## src/rtl/coef_pkg.sv

```systemverilog
// Shared definitions for the coefficient ROM sequencer: default sizes,
// the coefficient table and the sequencer state encoding.
package coef_pkg;

    localparam int DATA_W_DEF = 16;
    localparam int DEPTH_DEF  = 8;
    localparam int ADR_W_DEF  = 3;
    localparam int CNT_W_DEF  = 4;
    localparam int TABLE_W    = 16;
    localparam int TABLE_N    = 8;

    // Series coefficients, entry 0 first
    localparam logic [TABLE_W-1:0] COEF_TABLE [TABLE_N] = '{
        16'hFFFF, 16'h5555, 16'h2222, 16'h0DD0,
        16'h0599, 16'h0244, 16'h00EE, 16'h005F
    };

    typedef enum logic [1:0] {
        IDLE,
        RUN,
        FIN
    } state_t;

    // Entries beyond the stored table read as zero so a larger DEPTH stays well defined
    function automatic logic [TABLE_W-1:0] coef_lookup(input int unsigned i);
        if (i < TABLE_N) begin
            return COEF_TABLE[i[2:0]];
        end
        return '0;
    endfunction

endpackage

```

## src/rtl/coef_rom_core.sv

```systemverilog
// Combinational coefficient lookup: adr selects one table entry.
module coef_rom_core
    import coef_pkg::*;
#(
    parameter int DATA_W = DATA_W_DEF,
    parameter int DEPTH  = DEPTH_DEF,
    parameter int ADR_W  = ADR_W_DEF
) (
    input  logic [ADR_W-1:0]  adr,
    output logic [DATA_W-1:0] data
);

    // Addresses at or past DEPTH return zero rather than aliasing into the table
    always_comb begin
        data = '0;
        if (32'(adr) < 32'(DEPTH)) begin
            data = DATA_W'(coef_lookup(32'(adr)));
        end
    end

endmodule

```

## src/rtl/coef_rom_seq.sv

```systemverilog
// Coefficient sequencer: streams the first n table entries in index order
// over a registered valid/ready interface, with abort and a done pulse.
module coef_rom_seq
    import coef_pkg::*;
#(
    parameter int DATA_W = DATA_W_DEF,
    parameter int DEPTH  = DEPTH_DEF,
    parameter int ADR_W  = ADR_W_DEF,
    parameter int CNT_W  = CNT_W_DEF
) (
    input  logic              clk,
    input  logic              rst,
    input  logic              start,
    input  logic [CNT_W-1:0]  n_terms,
    input  logic              abort,
    input  logic              ready,
    output logic [DATA_W-1:0] coef,
    output logic [ADR_W-1:0]  idx,
    output logic              valid,
    output logic              last,
    output logic              busy,
    output logic              done
);

    state_t             state_q;
    state_t             state_d;
    logic [CNT_W-1:0]   n_q;
    logic [CNT_W-1:0]   n_d;
    logic [CNT_W-1:0]   n_clamp;
    logic [ADR_W-1:0]   idx_d;
    logic [DATA_W-1:0]  coef_d;
    logic               valid_d;
    logic               last_d;
    logic               busy_d;
    logic               done_d;
    logic [ADR_W-1:0]   rom_adr;
    logic [DATA_W-1:0]  rom_data;
    logic               xfer;

    coef_rom_core #(
        .DATA_W (DATA_W),
        .DEPTH  (DEPTH),
        .ADR_W  (ADR_W)
    ) u_core (
        .adr  (rom_adr),
        .data (rom_data)
    );

    assign xfer    = valid && ready;
    assign n_clamp = (n_terms > CNT_W'(DEPTH)) ? CNT_W'(DEPTH) : n_terms;

    // Next-state and next-output logic; outputs hold unless a transition changes them
    always_comb begin
        state_d = state_q;
        n_d     = n_q;
        idx_d   = idx;
        coef_d  = coef;
        valid_d = valid;
        last_d  = last;
        busy_d  = busy;
        done_d  = 1'b0;
        rom_adr = idx;

        case (state_q)
            IDLE: begin
                if (start) begin
                    if (n_terms == '0) begin
                        state_d = FIN;
                        done_d  = 1'b1;
                    end else begin
                        state_d = RUN;
                        n_d     = n_clamp;
                        rom_adr = '0;
                        idx_d   = '0;
                        coef_d  = rom_data;
                        valid_d = 1'b1;
                        busy_d  = 1'b1;
                        last_d  = (n_clamp == CNT_W'(1));
                    end
                end
            end
            RUN: begin
                if (abort || (xfer && last)) begin
                    state_d = FIN;
                    valid_d = 1'b0;
                    last_d  = 1'b0;
                    busy_d  = 1'b0;
                    done_d  = 1'b1;
                end else if (xfer) begin
                    rom_adr = idx + ADR_W'(1);
                    idx_d   = idx + ADR_W'(1);
                    coef_d  = rom_data;
                    last_d  = ((int'(idx) + 2) == int'(n_q));
                end
            end
            FIN: begin
                state_d = IDLE;
            end
            default: begin
                state_d = IDLE;
                valid_d = 1'b0;
                last_d  = 1'b0;
                busy_d  = 1'b0;
            end
        endcase
    end

    // State and output registers; reset clears everything and drops any run
    always_ff @(posedge clk) begin
        if (rst) begin
            state_q <= IDLE;
            n_q     <= '0;
            idx     <= '0;
            coef    <= '0;
            valid   <= 1'b0;
            last    <= 1'b0;
            busy    <= 1'b0;
            done    <= 1'b0;
        end else begin
            state_q <= state_d;
            n_q     <= n_d;
            idx     <= idx_d;
            coef    <= coef_d;
            valid   <= valid_d;
            last    <= last_d;
            busy    <= busy_d;
            done    <= done_d;
        end
    end

endmodule

```

## config.mk

```make
export PLATFORM = sky130hd
export DESIGN_NAME = coef_rom_seq
export DESIGN_NICKNAME = d
export VERILOG_FILES = /design/src/rtl/coef_pkg.sv /design/src/rtl/coef_rom_core.sv /design/src/rtl/coef_rom_seq.sv
export SDC_FILE = /design/constraint.sdc
export NUM_CORES = 1
export LEC_CHECK = 0
export CELL_PAD_IN_SITES_DETAIL_PLACEMENT = 0
export CELL_PAD_IN_SITES_GLOBAL_PLACEMENT = 1
export CORE_UTILIZATION = 38
export CTS_CLUSTER_DIAMETER = 50
export DETAILED_ROUTE_END_ITERATION = 12
export PLACE_DENSITY_LB_ADDON = 0.25
export SYNTH_ARGS = -nofsm -noshare
export SYNTH_HDL_FRONTEND = slang
export SYNTH_SLANG_ARGS = --single-unit
```

## constraint.sdc

```tcl
create_clock -name clk -period 6.2 [get_ports clk]
set_input_delay 1.24 -clock clk [delete_from_list [all_inputs] [get_ports clk]]
set_output_delay 1.24 -clock clk [all_outputs]
set_load 0.01 [all_outputs]
```

==> results of run 1 <==
## power groups by stage
stage                     Sequential (mW)  Clock, mW  Combinational [mW]
after floorplan                     0.197          0              0.0441
after global placement              0.195          0              0.0829
after detailed placement            0.195          0              0.0836
after CTS                           0.191      0.123              0.0840
after global routing                0.194      0.132              0.0906
final                               0.191      0.118              0.0834
## sequential cells by signal, summed over array words and instances, names as in the netlist
signal and count:
coef 14, idx 3, last 1, busy 1
done 1, n_q 4, state_q 2
## placed cells by master, fill, tap and decap left out
| master | Yosys | final |
|---|---|---|
| and2_1 | 3 | 3 |
| nor3_1 | 3 | 3 |
| mux2_1 | 1 | 1 |
| o21bai_1 | 1 | 1 |
| bufinv_16 | 0 | 1 |
| mux2i_1 | 9 | 9 |
| nand2b_1 | 1 | 1 |
| nand2_1 | 13 | 13 |
| a32oi_1 | 2 | 2 |
| nand3_1 | 5 | 5 |
| nor2b_1 | 1 | 1 |
| o21a_1 | 2 | 2 |
| or4_1 | 1 | 1 |
| inv_1 | 4 | 4 |
| a21oi_1 | 7 | 7 |
| a211oi_2 | 1 | 1 |
| clkdlybuf4s50_1 | 0 | 31 |
| xor2_1 | 3 | 3 |
| nor3b_1 | 3 | 3 |
| and3b_1 | 1 | 1 |
| dfxtp_1 | 26 | 26 |
| nor4b_1 | 1 | 1 |
| and4bb_4 | 1 | 1 |
| clkbuf_4 | 0 | 3 |
| a211oi_1 | 4 | 4 |
| a22oi_2 | 1 | 1 |
| and4bb_1 | 1 | 1 |
| nand3b_1 | 5 | 5 |
| xnor2_1 | 1 | 1 |
| a221oi_4 | 1 | 1 |
| a22o_1 | 1 | 1 |
| o21ai_0 | 2 | 2 |
| nor4_1 | 4 | 4 |
| o41ai_2 | 1 | 1 |
| ha_1 | 6 | 6 |
| a22oi_1 | 3 | 3 |
| nor2_1 | 24 | 24 |
| a32oi_2 | 1 | 1 |
| o41ai_1 | 1 | 1 |
## cell type report
class / instances / area share [%]
clock buffers: 3 / 1.28
clock inverters: 1 / 1.71
inverters: 4 / 0.855
multi-input cells: 115 / 45.5
flip-flops and latches: 26 / 29.7
well taps: 46 / 3.28
repair buffers: 31 / 17.7
## final timing paths
| kind | start | to | cells after the start |
|---|---|---|---|
| hold / removal | coef[15] | coef[15] | 2 |
| setup / recovery | n_terms[3] | coef[0] | 9 |
| hold reg to reg | coef[15] | coef[15] | 2 |
| setup reg to reg | state_q[0] | coef[0] | 8 |
## cell families after synthesis
group	Yosys count	share of synthesized area, %
AND/OR/NAND/NOR	67	25.0
multiplexers	10	7.27
flip-flops	26	37.3
AO/OA/AOI/OAI	28	17.1
XOR/XNOR	4	2.51
adder cells (fa/ha/maj)	6	5.39
buffers and inverters	15	5.30
## metal layers
layer | part of all wire (%) | global-route usage, % | vias to the layer above | wire length (um)
met3 | 4.1 | 2.55 | 2 | 121
met4 | 0.69 | 4.36 | 0 | 20
met2 | 44 | 25.1 | 27 | 1300
met5 | 0 | 0 | - | 0
li1 | - | - | 608 | -
met1 | 51 | 20.2 | 554 | 1480
## critical path, stage by stage
cell             delay (ps)
clkdlybuf4s50_1         500
or4_1                   580
a32oi_2                 680
a21oi_1                 270
inv_1                   130
ha_1                    260
nor3b_1                 160
mux2i_1                 180
nand2_1                  60
## stage by stage
| stage | power (mW) | setup slack [ps] | instance area (um2) | hold WS [ps] | utilization (%) |
|---|---|---|---|---|---|
| 2_1_floorplan | 0.241 | 3110 | 1390 | 473 | - |
| 3_3_place_gp | 0.278 | 2140 | 1700 | 442 | 49.9 |
| 3_5_place_dp | 0.279 | 2010 | 1700 | 447 | 49.9 |
| 4_1_cts | 0.398 | 2380 | 1760 | 466 | 51.4 |
| 5_1_grt | 0.416 | 2160 | 1760 | 486 | 51.4 |
| 6_report | 0.392 | 2370 | 1760 | 462 | 51.4 |
==> run summary, run 1 <==
CTS Buf Count: 3
CP max FO: 16
row cnt: 21
Die Ht: 62.6 um
Clock Sinks: 26
Sequential Area: 520 um2
YS warnings: 0
Worst-path clk slew: 150 ps
final WL: 2920 um
fin. max-slew vios: 0
Net Count, Synth: 171
Critical Path Sink Type: flip-flop
fmax: 0.261 GHz
cell count after synthesis: 156
largest net degree at the start of global routing: 32
Fin. Hold Viols: 0
setup repair bufs after CTS: 0
NetSw: 0.103 mW
area grow syn2layout: 25.9%
post-synthesis register bit count: 26
CTS Hold Bufs: 0
vias in the first global route: 1078
gr usage total: 15.2%
Initial DRC Count: 32
Ant. Diodes: 0
Worst VDD drop: 0.0000859 V
CTS H-Tree Depth: 1
Ports: 32
status: completed
RSZ-0062 raised after global routing: false
Die Wd: 62.6 um
Clock Power Share: 30.0%
LEAKAGE: 0.759 nW
internal reg-to-reg setup slack: 3600 ps
Setup TNS: 0 ps
Synth area leader: dfxtp_1
Overflow after GRT: 0
clk_skew: 3.21 ps
Switching Share: 26.2%
Core Area: 3420 um2
Setup Viol. Count Final: 0
DR pass1 iterations: 4
first-pass GRT wire length: 4890 um
Placed Cells: 222
Syn Area/Cell: 8.93 um2
final cycle utilization of the critical path: 61.8%
number of synthesized flops with an enable pin: 0
vias per cell: 5.27
TritonCTS clock tree: built
Area contributors post-synth: dfxtp_1 37%, mux2i_1 6.5%, nor2_1 6.5%, ha_1 5.4%, nand2_1 3.5%
fin nets: 196
Post-synth top cells: 26 x dfxtp_1, 24 x nor2_1, 13 x nand2_1
clock latency at the later pin of the worst-skew pair: 320 ps
cts repair resizes: 0
clock root buffer: clkbuf_4
relative slew slack: 28.7%
routability cong.: 0.831
vias: 1191
post-route ant nets: 0
Setup CP Type: primary input to flip-flop
port bufs: 31
Async SR Flop Fraction: 0%
post-detail-place hpwl: 2080 um
synthesized area: 1390 um2
Top FF cell, synth: dfxtp_1
Multi-input gate area: 800 um2
Int Power: 0.289 mW
Sequential Power Share: 48.7%
Logic pwr share: 21.2%
clock buffer depth: 2
minimum clock period: 3830 ps
die area: 3910 um2
non-filler cells, final: 226
DR DRC count: 0
Starting Density: 40.8%
Least-Margin Pin Slew: 1070 ps
CP Data Arrival Time: 4060 ps
worst min-delay path class: flip-flop to flip-flop
Critical Path RT: 6430 ps
most instantiated library cell after synthesis: dfxtp_1
WL/cell: 12.9 um
initial antenna violation count: 0
post-synth top area share: 37.3%
Critical Path Start Type: primary input
filler instances: 349
sequential share of the synthesized area: 37.3%
synth unique cells: 39
# Max-Cap Violations: 0
share of layout cells above drive strength 1: 5.56%
Power Dens Cells: 223 nW/um2
(Power assumes the default switching activity.)
==> inputs of run 2 (changes only) <==
Settings changed: CORE_UTILIZATION 38 to 37.
Clock period 6.2 ns to 3.61 ns, I/O delays scaled along.
==> run 2 against run 1 <==
Routed wire length is 4.9% higher. Register-to-register slack worse by 2300 ps. Non-clock buffer count is 4 higher. Die area is 2.6% higher. Clock power is 110% higher. Clock-buffer cell count stayed put. Combinational power is 76% higher. Via count is 0.67% lower. Critical path type unchanged. Hold slack better by 1.2 ps. Sequential cell count stayed put.
==> run summary, run 2 (synthesis results as in run 1) <==
Least-Margin Pin Slew: 780 ps
RSZ-0062 raised after global routing: false
WP buf/inv: 2
DR DRC count: 0
worst-case reg-to-reg path depth: 8
gr usage total: 16.9%
worst hold start: coef[11]
worst hold stages: 2
Setup Viol. Count Final: 0
Post-Route Utilization: 52.0%
share of layout cells above drive strength 1: 7.61%
vias in the first global route: 1192
die area: 4020 um2
CTS H-Tree Depth: 1
fin. max-slew vios: 0
vias per cell: 5.14
relative slew slack: 48.0%
Ports: 32
setup repair bufs after CTS: 0
Largest register FFs: 14
initial antenna violation count: 0
clock root buffer: clkbuf_8
Area after DPL: 1730 um2
Ant. Diodes: 0
largest net degree at the start of global routing: 22
Top delay family on crit path: simple AND/OR/NAND/NOR gates
vias: 1183
DR pass1 iterations: 4
minimum clock period: 2810 ps
row cnt: 21
clock buffer depth: 2
routability cong.: 0.791
Critical Path RT: 3790 ps
post-detail-place hpwl: 2280 um
Clock Sinks: 26
fmax: 0.356 GHz
Starting Density: 40.2%
Die Ht: 63.4 um
commonest non-fill, non-tap cell in the layout: clkdlybuf4s50_1
CP max-delay cell: or4_1
area grow syn2layout: 29.4%
cts repair resizes: 0
post-route ant nets: 0
CTS Hold Bufs: 0
Overflow after GRT: 0
RR Startpoint: idx[0]
CTS Buf Count: 3
final cycle utilization of the critical path: 77.8%
Reg-to-Reg End: coef[4]
commonest cells after routing, fill and taps aside: 31 x clkdlybuf4s50_1, 26 x dfxtp_1, 24 x nor2_1
WL/cell: 13.3 um
status: completed
Setup CP Type: primary input to flip-flop
Worst-path clk slew: 90 ps
clock latency at the later pin of the worst-skew pair: 280 ps
worst min-delay path class: flip-flop to flip-flop
Critical Path Start Type: primary input
Initial DRC Count: 47
pre-CTS setup slack: 508 ps
Hold Path Sink: coef[11]
Core Area: 3470 um2
clk_skew: 4.34 ps
port bufs: 31
LEAKAGE: 0.784 nW
fin nets: 200
internal reg-to-reg setup slack: 1280 ps
Regs by FF count: coef: 14 flops, n_q: 4 flops, idx: 3 flops
Reg with most FFs: coef
Setup TNS: 0 ps
crit-path cells: clkdlybuf4s50_1 -> or4_1 -> a32oi_2 -> a21oi_1 -> inv_1 -> ha_1 -> nor3b_1 -> mux2i_1 -> nand2_1
Fin. Hold Viols: 0
min setup slack post-route: 800 ps
CP max FO: 4
Power Dens Cells: 398 nW/um2
CP Data Arrival Time: 2990 ps
# Max-Cap Violations: 0
Worst VDD drop: 0.000282 V
Die Wd: 63.4 um
CP peak stage delay: 610 ps
total power: 0.718 mW
fin area: 1800 um2
final WL: 3060 um
Critical Path Sink Type: flip-flop
first-pass GRT wire length: 5400 um
TritonCTS clock tree: built
==> run 2: power breakdown <==
group | leakage (nW) | total (mW) | internal (mW) | switching [mW]
combinational | 0.534 | 0.147 | 0.0766 | 0.0700
sequential | 0.214 | 0.328 | 0.310 | 0.0177
clock | 0.0357 | 0.244 | 0.149 | 0.0952
total | 0.784 | 0.718 | 0.535 | 0.183
==> run 2: worst min-delay path: stages (launching register included) <==
cell and delay, ps:
dfxtp_1 320, nand2_1 50, a21oi_1 50
==> run 2: through the flow <==
stage                     hold WS [ps]  cells
after floorplan                    473    156
after global placement             448    226
after CTS                          467    230
after detailed placement           443    226
after global routing               496    230
final                              463    230
==> run 2: how the worst max path moves through the flow <==
stage               start      end  slack (ps)  cells after the start
4_1_cts        n_terms[0]  coef[4]         810                      9
3_3_place_gp   n_terms[0]  coef[0]         590                      9
6_report       n_terms[0]  coef[4]         800                      9
3_5_place_dp   n_terms[1]  coef[4]         510                      9
5_1_grt        n_terms[3]  coef[4]         690                      9
2_1_floorplan       abort  coef[0]        1030                      7
==> run 2: area by class of cell <==
type	instances	area, um2
clock buffers	3	41.3
multi-input cells	115	800
fillers	349	1660
clock inverters	1	30.0
flip-flops and latches	26	520
repair buffers	35	340
well taps	46	57.6
inverters	4	15.0
==> run 2: layer usage <==
layer / part of all wire, % / GRT usage, %
met5: 0 / 0
met4: 0.88 / 4.26
met3: 3.0 / 4.17
met2: 50 / 29.0
met1: 46 / 20.8
==> inputs of run 3 (changes only) <==
Clock period 3.61 ns to 2.63 ns, I/O delays scaled along.
==> run 3 against run 2 <==
Sequential share of layout area is 2.6 points lower. Sequential power grew 38%. Via count up 8.6%. Non-clock buffer count grew 22. First-iteration DRC count stayed put. Clock power is 36% higher. Worst setup slack got worse by 630 ps. Design area increased by 9.8%. Critical endpoint is now coef[6].
==> run summary, run 3 (synthesis results as in run 1) <==
status: completed
vias per cell: 5.10
Reg with most FFs: coef
Die Ht: 63.4 um
Placed Cells: 248
RR Startpoint: state_q[0]
Die Wd: 63.4 um
vias in the first global route: 1236
CTS Buf Count: 3
Regs by FF count: coef: 14 flops, n_q: 4 flops, idx: 3 flops
Worst-path clk slew: 90 ps
WL/cell: 12.9 um
min setup slack post-route: 171 ps
clk_skew: 5.35 ps
DR DRC count: 0
worst-case reg-to-reg path depth: 7
setup repair bufs after CTS: 0
worst min-delay path class: flip-flop to flip-flop
Largest register FFs: 14
commonest non-fill, non-tap cell in the layout: clkdlybuf4s50_1
cts repair resizes: 0
Core Area: 3470 um2
commonest cells after routing, fill and taps aside: 31 x clkdlybuf4s50_1, 26 x dfxtp_1, 25 x buf_4
Initial DRC Count: 47
Overflow after GRT: 0
Critical Path Start Type: primary input
Setup CP Type: primary input to flip-flop
clock root buffer: clkbuf_8
LEAKAGE: 0.892 nW
Fin. Hold Viols: 0
CP Data Arrival Time: 2680 ps
Setup Viol. Count Final: 0
non-filler cells, final: 252
Least-Margin Pin Slew: 418 ps
initial antenna violation count: 0
pre-CTS setup slack: -85.1 ps
CP Launch Point: n_terms[1]
post-detail-place hpwl: 2420 um
Starting Density: 40.2%
CTS Hold Bufs: 0
TritonCTS clock tree: built
Setup TNS: 0 ps
post-route ant nets: 0
largest net degree at the start of global routing: 32
relative slew slack: 71.9%
routability cong.: 0.772
Sequential Area: 520 um2
Critical Path Sink Type: flip-flop
Clock Sinks: 26
internal reg-to-reg setup slack: 550 ps
Worst VDD drop: 0.000315 V
hold_ws: 467 ps
clock buffer depth: 2
clock latency at the later pin of the worst-skew pair: 270 ps
fmax: 0.407 GHz
final WL: 3250 um
Multi-input gate area: 800 um2
Critical Path RT: 2850 ps
RSZ-0062 raised after global routing: false
# Max-Cap Violations: 0
vias: 1285
fin. max-slew vios: 0
row cnt: 21
DR pass1 iterations: 4
Ant. Diodes: 0
port bufs: 31
first-pass GRT wire length: 5460 um
minimum clock period: 2460 ps
Power Dens Cells: 509 nW/um2
CTS H-Tree Depth: 1
fin nets: 222
share of layout cells above drive strength 1: 17.5%
Ports: 32
gr usage total: 16.9%
Reg-to-Reg End: coef[7]
die area: 4020 um2
filler instances: 338
CP max FO: 3
crit path to: coef[6]
final cycle utilization of the critical path: 93.5%
area grow syn2layout: 42.2%
## run 3: changes by cell type in the layout (fill, tap and decap cells not counted), sizes merged
cell  previous run  this run
buf              4        26
## run 3: critical path, cell delays in order
cell and delay, ps:
clkdlybuf4s50_1 410, or4_1 580, a32oi_2 260, a21oi_1 120, buf_4 160, ha_1 190
nor3_1 250, mux2i_1 110, nand2_1 60
## run 3: how the worst min path moves through the flow
stage,startpoint,to,depth (start not counted)
final,coef[13],coef[13],2
after global routing,coef[13],coef[13],2
after CTS,coef[13],coef[13],2
after detailed placement,coef[13],coef[13],2
after global placement,coef[15],coef[15],2
after floorplan,n_q[3],n_q[3],2
## run 3: cell type report
class                   count  share of cell area [%]
flip-flops and latches     26                    26.3
inverters                   4                   0.758
repair buffers             57                    26.1
clock inverters             1                    1.52
well taps                  46                    2.90
clock buffers               3                    2.08
multi-input cells         115                    40.3
## run 3: where the power goes
part           internal (mW)  leakage (nW)  switching (mW)
Sequential             0.426         0.214          0.0256
Combinational          0.126         0.642           0.101
Clock                  0.203        0.0357           0.128
## run 3: metrics by stage
stage	cell area, um2	power (mW)	util (%)
after detailed placement	1910	0.687	55.1
final	1980	1.01	57.1
after floorplan	1390	0.569	-
after global routing	1980	1.06	57.1
after CTS	1980	1.02	57.1
after global placement	1910	0.684	55.1
## run 3: layer usage
layer  global-route usage, %  up-vias  routed length [um]
li1                        -      656                   -
met1                    21.3      601                1590
met2                    29.5       26                1520
met3                    2.36        2                 125
met4                    4.83        0                  19
met5                       0        -                   0
